$ cat src/rtl/parity_pkg.sv
// Shared definitions for the parity frame accumulator.
//   state_e  : controller states (ACCUM collects words, HOLD presents a result)
//   PAR_EVEN : mode value for even parity
//   PAR_ODD  : mode value for odd parity
package parity_pkg;

    typedef enum logic {
        ACCUM = 1'b0,
        HOLD  = 1'b1
    } state_e;

    localparam logic PAR_EVEN = 1'b0;
    localparam logic PAR_ODD  = 1'b1;

endpackage

$ cat src/rtl/word_parity.sv
// Combinational XOR-reduction of one data word (a WIDTH-input XOR gate).
// Ports:
//   data_i   [WIDTH-1:0] : word to reduce
//   parity_o             : XOR of all bits of data_i
module word_parity #(
    parameter int WIDTH = 8
) (
    input  logic [WIDTH-1:0] data_i,
    output logic             parity_o
);

    assign parity_o = ^data_i;

endmodule

$ cat src/rtl/parity_frame_accumulator.sv
// Streaming parity generator/checker. Accumulates the XOR parity of WIDTH-bit
// words over a frame of up to FRAME_LEN words and emits one registered result
// per frame.
//
// Handshakes: a transfer happens on a rising edge where valid && ready are
// both high. The producer holds its payload stable while valid is high and
// ready is low; ready never depends combinationally on the same side's valid.
//
// Ports:
//   clk, rst           : clock, asynchronous active-high reset
//   in_valid/in_ready  : input word handshake
//   in_data [WIDTH]    : data word
//   in_last            : accepted word ends the frame early
//   in_odd             : parity mode, sampled with the first word of a frame
//   in_exp             : expected parity, sampled with the terminating word
//   out_valid/out_ready: result handshake
//   out_parity         : computed frame parity
//   out_error          : out_parity differs from the expected bit
//   out_count          : number of words in the frame (1..FRAME_LEN)
module parity_frame_accumulator
    import parity_pkg::*;
#(
    parameter int WIDTH     = 8,
    parameter int FRAME_LEN = 4
) (
    input  logic                           clk,
    input  logic                           rst,
    input  logic                           in_valid,
    output logic                           in_ready,
    input  logic [WIDTH-1:0]               in_data,
    input  logic                           in_last,
    input  logic                           in_odd,
    input  logic                           in_exp,
    output logic                           out_valid,
    input  logic                           out_ready,
    output logic                           out_parity,
    output logic                           out_error,
    output logic [$clog2(FRAME_LEN+1)-1:0] out_count
);

    localparam int CW = $clog2(FRAME_LEN + 1);

    state_e          state_q, state_d;
    logic            acc_q, acc_d;
    logic [CW-1:0]   cnt_q, cnt_d;
    logic            mode_q, mode_d;
    logic            out_valid_q, out_valid_d;
    logic            out_parity_q, out_parity_d;
    logic            out_error_q, out_error_d;
    logic [CW-1:0]   out_count_q, out_count_d;

    logic            word_par;
    logic            accept;
    logic            mode_eff;
    logic [CW-1:0]   cnt_plus;
    logic            term;
    logic            result_par;

    word_parity #(.WIDTH(WIDTH)) u_word_parity (
        .data_i   (in_data),
        .parity_o (word_par)
    );

    // In HOLD the input side only moves when the result is being taken in the
    // same cycle, so a new frame can start without a bubble.
    assign in_ready = (state_q == ACCUM) ? 1'b1 : out_ready;
    assign accept   = in_valid && in_ready;

    // Count and accumulator are cleared at every termination, so a zero count
    // marks the first word of a frame in both states.
    assign mode_eff   = (cnt_q == '0) ? in_odd : mode_q;
    assign cnt_plus   = cnt_q + CW'(1);
    assign term       = in_last || (cnt_plus == CW'(FRAME_LEN));
    assign result_par = acc_q ^ word_par ^ mode_eff;

    always_comb begin
        state_d      = state_q;
        acc_d        = acc_q;
        cnt_d        = cnt_q;
        mode_d       = mode_q;
        out_valid_d  = out_valid_q;
        out_parity_d = out_parity_q;
        out_error_d  = out_error_q;
        out_count_d  = out_count_q;

        // Result consumed: fall back to ACCUM unless a terminating word below
        // immediately reloads the result registers.
        if (state_q == HOLD && out_ready) begin
            out_valid_d = 1'b0;
            state_d     = ACCUM;
        end

        if (accept) begin
            if (term) begin
                out_valid_d  = 1'b1;
                out_parity_d = result_par;
                out_error_d  = result_par ^ in_exp;
                out_count_d  = cnt_plus;
                acc_d        = 1'b0;
                cnt_d        = '0;
                state_d      = HOLD;
            end else begin
                acc_d  = acc_q ^ word_par;
                cnt_d  = cnt_plus;
                mode_d = mode_eff;
            end
        end
    end

    always_ff @(posedge clk or posedge rst) begin
        if (rst) begin
            state_q      <= ACCUM;
            acc_q        <= 1'b0;
            cnt_q        <= '0;
            mode_q       <= PAR_EVEN;
            out_valid_q  <= 1'b0;
            out_parity_q <= 1'b0;
            out_error_q  <= 1'b0;
            out_count_q  <= '0;
        end else begin
            state_q      <= state_d;
            acc_q        <= acc_d;
            cnt_q        <= cnt_d;
            mode_q       <= mode_d;
            out_valid_q  <= out_valid_d;
            out_parity_q <= out_parity_d;
            out_error_q  <= out_error_d;
            out_count_q  <= out_count_d;
        end
    end

    assign out_valid  = out_valid_q;
    assign out_parity = out_parity_q;
    assign out_error  = out_error_q;
    assign out_count  = out_count_q;

endmodule

$ cat config.mk
export PLATFORM = sky130hd
export DESIGN_NAME = parity_frame_accumulator
export DESIGN_NICKNAME = d
export VERILOG_FILES = /design/src/rtl/parity_pkg.sv /design/src/rtl/word_parity.sv /design/src/rtl/parity_frame_accumulator.sv
export SDC_FILE = /design/constraint.sdc
export NUM_CORES = 1
export LEC_CHECK = 0
export ABC_AREA = 1
export BUFFER_PORTS_ARGS = -buffer_cell sky130_fd_sc_hd__buf_2
export CORE_MARGIN = 1
export CORE_UTILIZATION = 53
export CTS_CLUSTER_DIAMETER = 50
export CTS_CLUSTER_SIZE = 25
export DETAILED_ROUTE_END_ITERATION = 8
export GPL_TIMING_DRIVEN = 0
export PLACE_DENSITY_LB_ADDON = 0.25
export SYNTH_ARGS = -nofsm -noshare
export SYNTH_HDL_FRONTEND = slang
export SYNTH_SLANG_ARGS = --single-unit
$ cat constraint.sdc
create_clock -name clk -period 4.4 [get_ports clk]
set_clock_uncertainty 0.15 [all_clocks]
set_input_delay 0.44 -clock clk [delete_from_list [all_inputs] [get_ports clk]]
set_output_delay 0.44 -clock clk [all_outputs]
set_load 0.05 [all_outputs]
Word level (Yosys, flattened, before mapping)

Index checks and enable logic that the tools add are counted.

Register bits after elaboration: 12
Logic and storage cells: 31

Add/sub/neg operators: 1
Equal/unequal tests: 1
Multiplexer cells: 10
Bitwise operators: 4
Reduce and logical (&&, ||, !) cells: 7

Operator list:

| operator                                                      | number |
|---|---|
| 1-bit 2-to-1 mux                                              | 9 |
| 8-bit parity                                                  | 1 |
| 2-bit AND reduction                                           | 2 |
| 3-bit by 1-bit adder with 3-bit output, second input constant | 1 |
| 3-bit equality test, second input constant                    | 1 |
| 3-bit logical NOT                                             | 1 |
| 3-bit 2-to-1 mux                                              | 1 |
| 1-bit XOR                                                     | 3 |
| 1-bit logical AND                                             | 2 |
| 1-bit logical OR                                              | 1 |
| 1-bit inverter                                                | 1 |

Longest topological paths before layout

Depth after elaboration: 5
Depth in mapped cells: 13
Gate-level depth less buffers: 13

Modules after synthesis

A second synthesis with hierarchy kept.

Cells, all modules: 124
Area, all modules: 835.8 µm²

Modules (own cells, without submodules):

| module                   | instances | cells each | area an instance (µm²) |
|---|---|---|---|
| parity_frame_accumulator | 1         | 77         | 659.4 |
| word_parity              | 1         | 47         | 176.4 |

Worst setup path after synthesis

No wires, ideal clock.

Path type: input-to-reg
Start: input port out_ready
End: register out_parity_q (netlist: out_parity)
Library setup time: 0.082 ns
Arrival time: 1.440 ns
Path slack: 2.728 ns
Stages on the path: 8
Buffers on the path: 0
Path through: inv_1 nand2_1 nand2_1 inv_1 nand2_4 clkinv_2 nor2_1 a31oi_1

Longest elaborated chain between the ends: 3

RTL lines:

| what                          | line                            | text |
|---|---|---|
| start, declared               | parity_frame_accumulator.sv:35  | `input logic out_ready,` |
| 1-bit 2-to-1 mux              | parity_frame_accumulator.sv:66  | `assign in_ready = (state_q == ACCUM) ? 1'b1 : out_ready;` |
| via in_ready                  | parity_frame_accumulator.sv:29  | `output logic in_ready,` |
| 1-bit logical AND             | parity_frame_accumulator.sv:67  | `assign accept = in_valid && in_ready;` |
| 2-bit AND reduction (no line) | -                               |  |
| end signal, assigned          | parity_frame_accumulator.sv:126 | `out_parity_q <= out_parity_d;` |
| end, declared                 | parity_frame_accumulator.sv:48  | `logic out_parity_q, out_parity_d;` |

The timed path passes the listed nets, and every way through them passes these cells.
A chain may end at the register's enable or synchronous reset.

Worst setup path after layout

Start: register cnt_q[0]
End: register cnt_q[1]

Longest elaborated chain between the ends: 4

RTL lines:

| what                                     | line                            | text |
|---|---|---|
| start, declared                          | parity_frame_accumulator.sv:45  | `logic [CW-1:0] cnt_q, cnt_d;` |
| start signal, assigned                   | parity_frame_accumulator.sv:123 | `cnt_q <= cnt_d;` |
| 3-bit by 1-bit adder with 3-bit output * | parity_frame_accumulator.sv:72  | `assign cnt_plus = cnt_q + CW'(1);` |
| 3-bit equality test                      | parity_frame_accumulator.sv:73  | `assign term = in_last \|\| (cnt_plus == CW'(FRAME_LEN));` |
| 1-bit logical OR                         | parity_frame_accumulator.sv:73  |  |
| 3-bit 2-to-1 mux *                       | parity_frame_accumulator.sv:94  | `if (term) begin` |

Every way passes the cells marked *; elsewhere a longest branch is shown, timed or not.

==> reports/metrics.cfg <==
[run_status]
status = finished clean

[placement]
detailed_place_hpwl_um = 1010
gp_congestion = 0.728
io_buffers = 21

[die]
die_area_sq_mm = 0.00159
chipWidth_um = 39.9
chipHeight_um = 39.9
num_rows = 13
starting_density_of_the_core = 0.576
ioPinCount = 22
area_inside_the_core_boundary_sq_mm = 0.00132

[detailed_routing]
drtAntennaViolNets = 0
first_iter_violations = 10
via_count = 651
routed_via_density = 4.49
drc_errors = 0
routed_wl_um = 1220
dr.pass1.iters = 4
drt-wirelength-per-cell_um = 8.43

[pwr]
power_per_cell_area_mw_per_mm2 = 463
largest_voltage_drop_on_the_vdd_net_mv = 0.285
p_leak_nw = 0.566

[finish]
antenna-diode-count = 0
design.final.nets = 149
area_delta_synth_final_pct = 21.1
fin_util = 0.698
final_layout_size_suffix_gt1_frac = 0.315

[critical_path]
critPathLaunch = cnt_q[0]
crit_fanout = 5
crit-reg2reg-capture = cnt_q[1]
critical-path-max-stage-delay_ps = 410
timing.critical_path.arrival_ps = 1720
r2r_start = cnt_q[0]
ff_to_ff_path_depth = 7
crit_required_ps = 4440
setup.worst_path.end = cnt_q[1]
regToRegSetupSlack_ps = 2720
critical_path_class = register to register
critPathLaunchType = register
cp_slowest_cell = sky130_fd_sc_hd__dfrtp_1
critical_path.cell_chain = ha_1, xor2_1, nand2_1, nand2_2, nor2_1, inv_1, o22ai_1
cp-end-kind = register

[timing]
clock.fmax_mhz = 595
setup-tns-final_ps = 0
final_cycle_share = 0.382
number_of_pins_exceeding_their_max_slew_limit_in_the_final_report = 0
crit_path_time_final_ps = 1680
hold_viol = 0
timing.slew.headroom = 0.696
worst_slew_pin_slew_ps = 455
grt_setup_unrepaired = false
timing.hold.ws_ps = 3.04
setup_viol = 0

[grt]
grt_max_degree = 13
grt_util_all_layers = 0.194
grt_antenna_before_repair = 0
grt_pass1_vias = 519
grt_overflow_total = 0
grt_first_pass_wirelength_um = 2000

[run]
timing.max_cap.violations = 0

[worst_hold_path]
hold_path.class = primary input to asynchronous set/reset pin

[clock_tree]
clock-sinks = 12
hold_buffers = 0
post_cts.repair.setup_buffers = 0
cts-htree-levels = 1
cts_tree = built
cts.root.buffer_cell = sky130_fd_sc_hd__clkbuf_4
numCtsBuffers = 3
clk-insertion-delay-late_ps = 280
cts_max_path_buffers = 2
cts-resized-gates = 0
cts.clk_slew.worst_paths_ps = 80

[yosys]
synth_seq_area_share = 0.395
synthTopCellsByArea = sky130_fd_sc_hd__dfrtp_1, sky130_fd_sc_hd__nand2_1, sky130_fd_sc_hd__inv_1
synth.cell_area_sq_um = 759
synthesis.area_per_instance_sq_um = 7.23
yosysTopAreaCell = sky130_fd_sc_hd__dfrtp_1
synthCells = 105
syn_nets = 123
ffs_latches_synth = 12
synth.lib_cells_used.distinct = 16
post-synth-top-area-fraction = 0.395
ys.warnings.count = 0

==> synth_stat cells <==
cell type                  count
sky130_fd_sc_hd__clkinv_1      1
sky130_fd_sc_hd__nand3_1       4
sky130_fd_sc_hd__nand2_2       8
sky130_fd_sc_hd__inv_1        18
sky130_fd_sc_hd__nand2_1      38
sky130_fd_sc_hd__xor2_1        2
sky130_fd_sc_hd__nand3_2       4
sky130_fd_sc_hd__nand2_4       1
sky130_fd_sc_hd__nor2_1        2
sky130_fd_sc_hd__dfrtp_1      12
sky130_fd_sc_hd__a31oi_1       1
sky130_fd_sc_hd__inv_2         2
sky130_fd_sc_hd__o21ai_0       6
sky130_fd_sc_hd__clkinv_2      1
sky130_fd_sc_hd__o22ai_1       2
sky130_fd_sc_hd__ha_1          3
==> worst min-delay path by stage <==
| stage | end | cells past startpoint |
|---|---|---|
| floorplan | acc_q | 1 |
| finish | out_count[2] | 2 |
| global placement | out_count[2] | 2 |
| CTS | out_count[2] | 2 |
| global route | out_valid | 2 |
| detailed placement | out_valid | 2 |
==> power breakdown <==
part / total, mW / internal [mW] / leakage [nW] / switching [mW]
clock: 0.0864 / 0.0504 / 0.0210 / 0.0361
sequential: 0.152 / 0.138 / 0.149 / 0.0144
combinational: 0.187 / 0.0529 / 0.395 / 0.134
total: 0.426 / 0.241 / 0.566 / 0.185
==> critical path, delay by kind of cell, from the launching register on <==
family                   cells  cell delay (ps)
XOR/XNOR                     1              170
AO/OA/AOI/OAI                1              140
adder cells (fa/ha/maj)      1              220
buffers and inverters        1              110
AND/OR/NAND/NOR              3              410
flip-flops                   1              410
==> sequential cells by signal (all words and copies together) (netlist names) <==
name / cells
acc_q: 1
cnt_q: 3
mode_q: 1
out_count: 3
out_error: 1
out_parity: 1
out_valid: 1
state_q: 1
==> per-layer routing <==
metal	routed length [um]	part of all wire	vias to the layer above	GRT usage
met2	571	0.47	15	0.279
met5	0	0	-	0
met4	0	0	0	0
li1	-	-	366	-
met1	587	0.48	270	0.270
met3	63	0.052	0	0.102
==> cell families after synthesis <==
group,after synthesis,synth area share
AO/OA/AOI/OAI,9,0.0643
XOR/XNOR,2,0.0231
adder cells (fa/ha/maj),3,0.0494
buffers and inverters,22,0.110
flip-flops,12,0.395
AND/OR/NAND/NOR,57,0.358
==> area by class of cell <==
class	count	area, sq um
Fill cell	108	398
Multi-Input combinational cell	71	375
Sequential cell	12	300
Timing Repair Buffer	21	105
Inverter	22	83.8
Clock buffer	4	36.3
Tap cell	15	18.8
==> stage by stage <==
stage               instance area (sq um)  total power, mW  worst slack (ps)  instances
floorplan                             759            0.301              2730        105
global placement                      883            0.337              2760        141
detailed placement                    883            0.342              2730        141
CTS                                   920            0.429              2710        145
global route                          920            0.460              2550        145
finish                                920            0.426              2720        145
==> cell usage in the layout, fill, tap and decap left out, types with 2 or more instances in the layout <==
cell type	Yosys	final
sky130_fd_sc_hd__buf_2	0	21
sky130_fd_sc_hd__clkbuf_4	0	3
sky130_fd_sc_hd__dfrtp_1	12	12
sky130_fd_sc_hd__ha_1	3	3
sky130_fd_sc_hd__inv_1	18	18
sky130_fd_sc_hd__inv_2	2	2
sky130_fd_sc_hd__nand2_1	38	38
sky130_fd_sc_hd__nand2_2	8	8
sky130_fd_sc_hd__nand3_1	4	4
sky130_fd_sc_hd__nand3_2	4	4
sky130_fd_sc_hd__nor2_1	2	2
sky130_fd_sc_hd__o21ai_0	6	6
sky130_fd_sc_hd__o22ai_1	2	2
sky130_fd_sc_hd__xor2_1	2	2
Note: power is estimated with default switching activity, not from simulation.
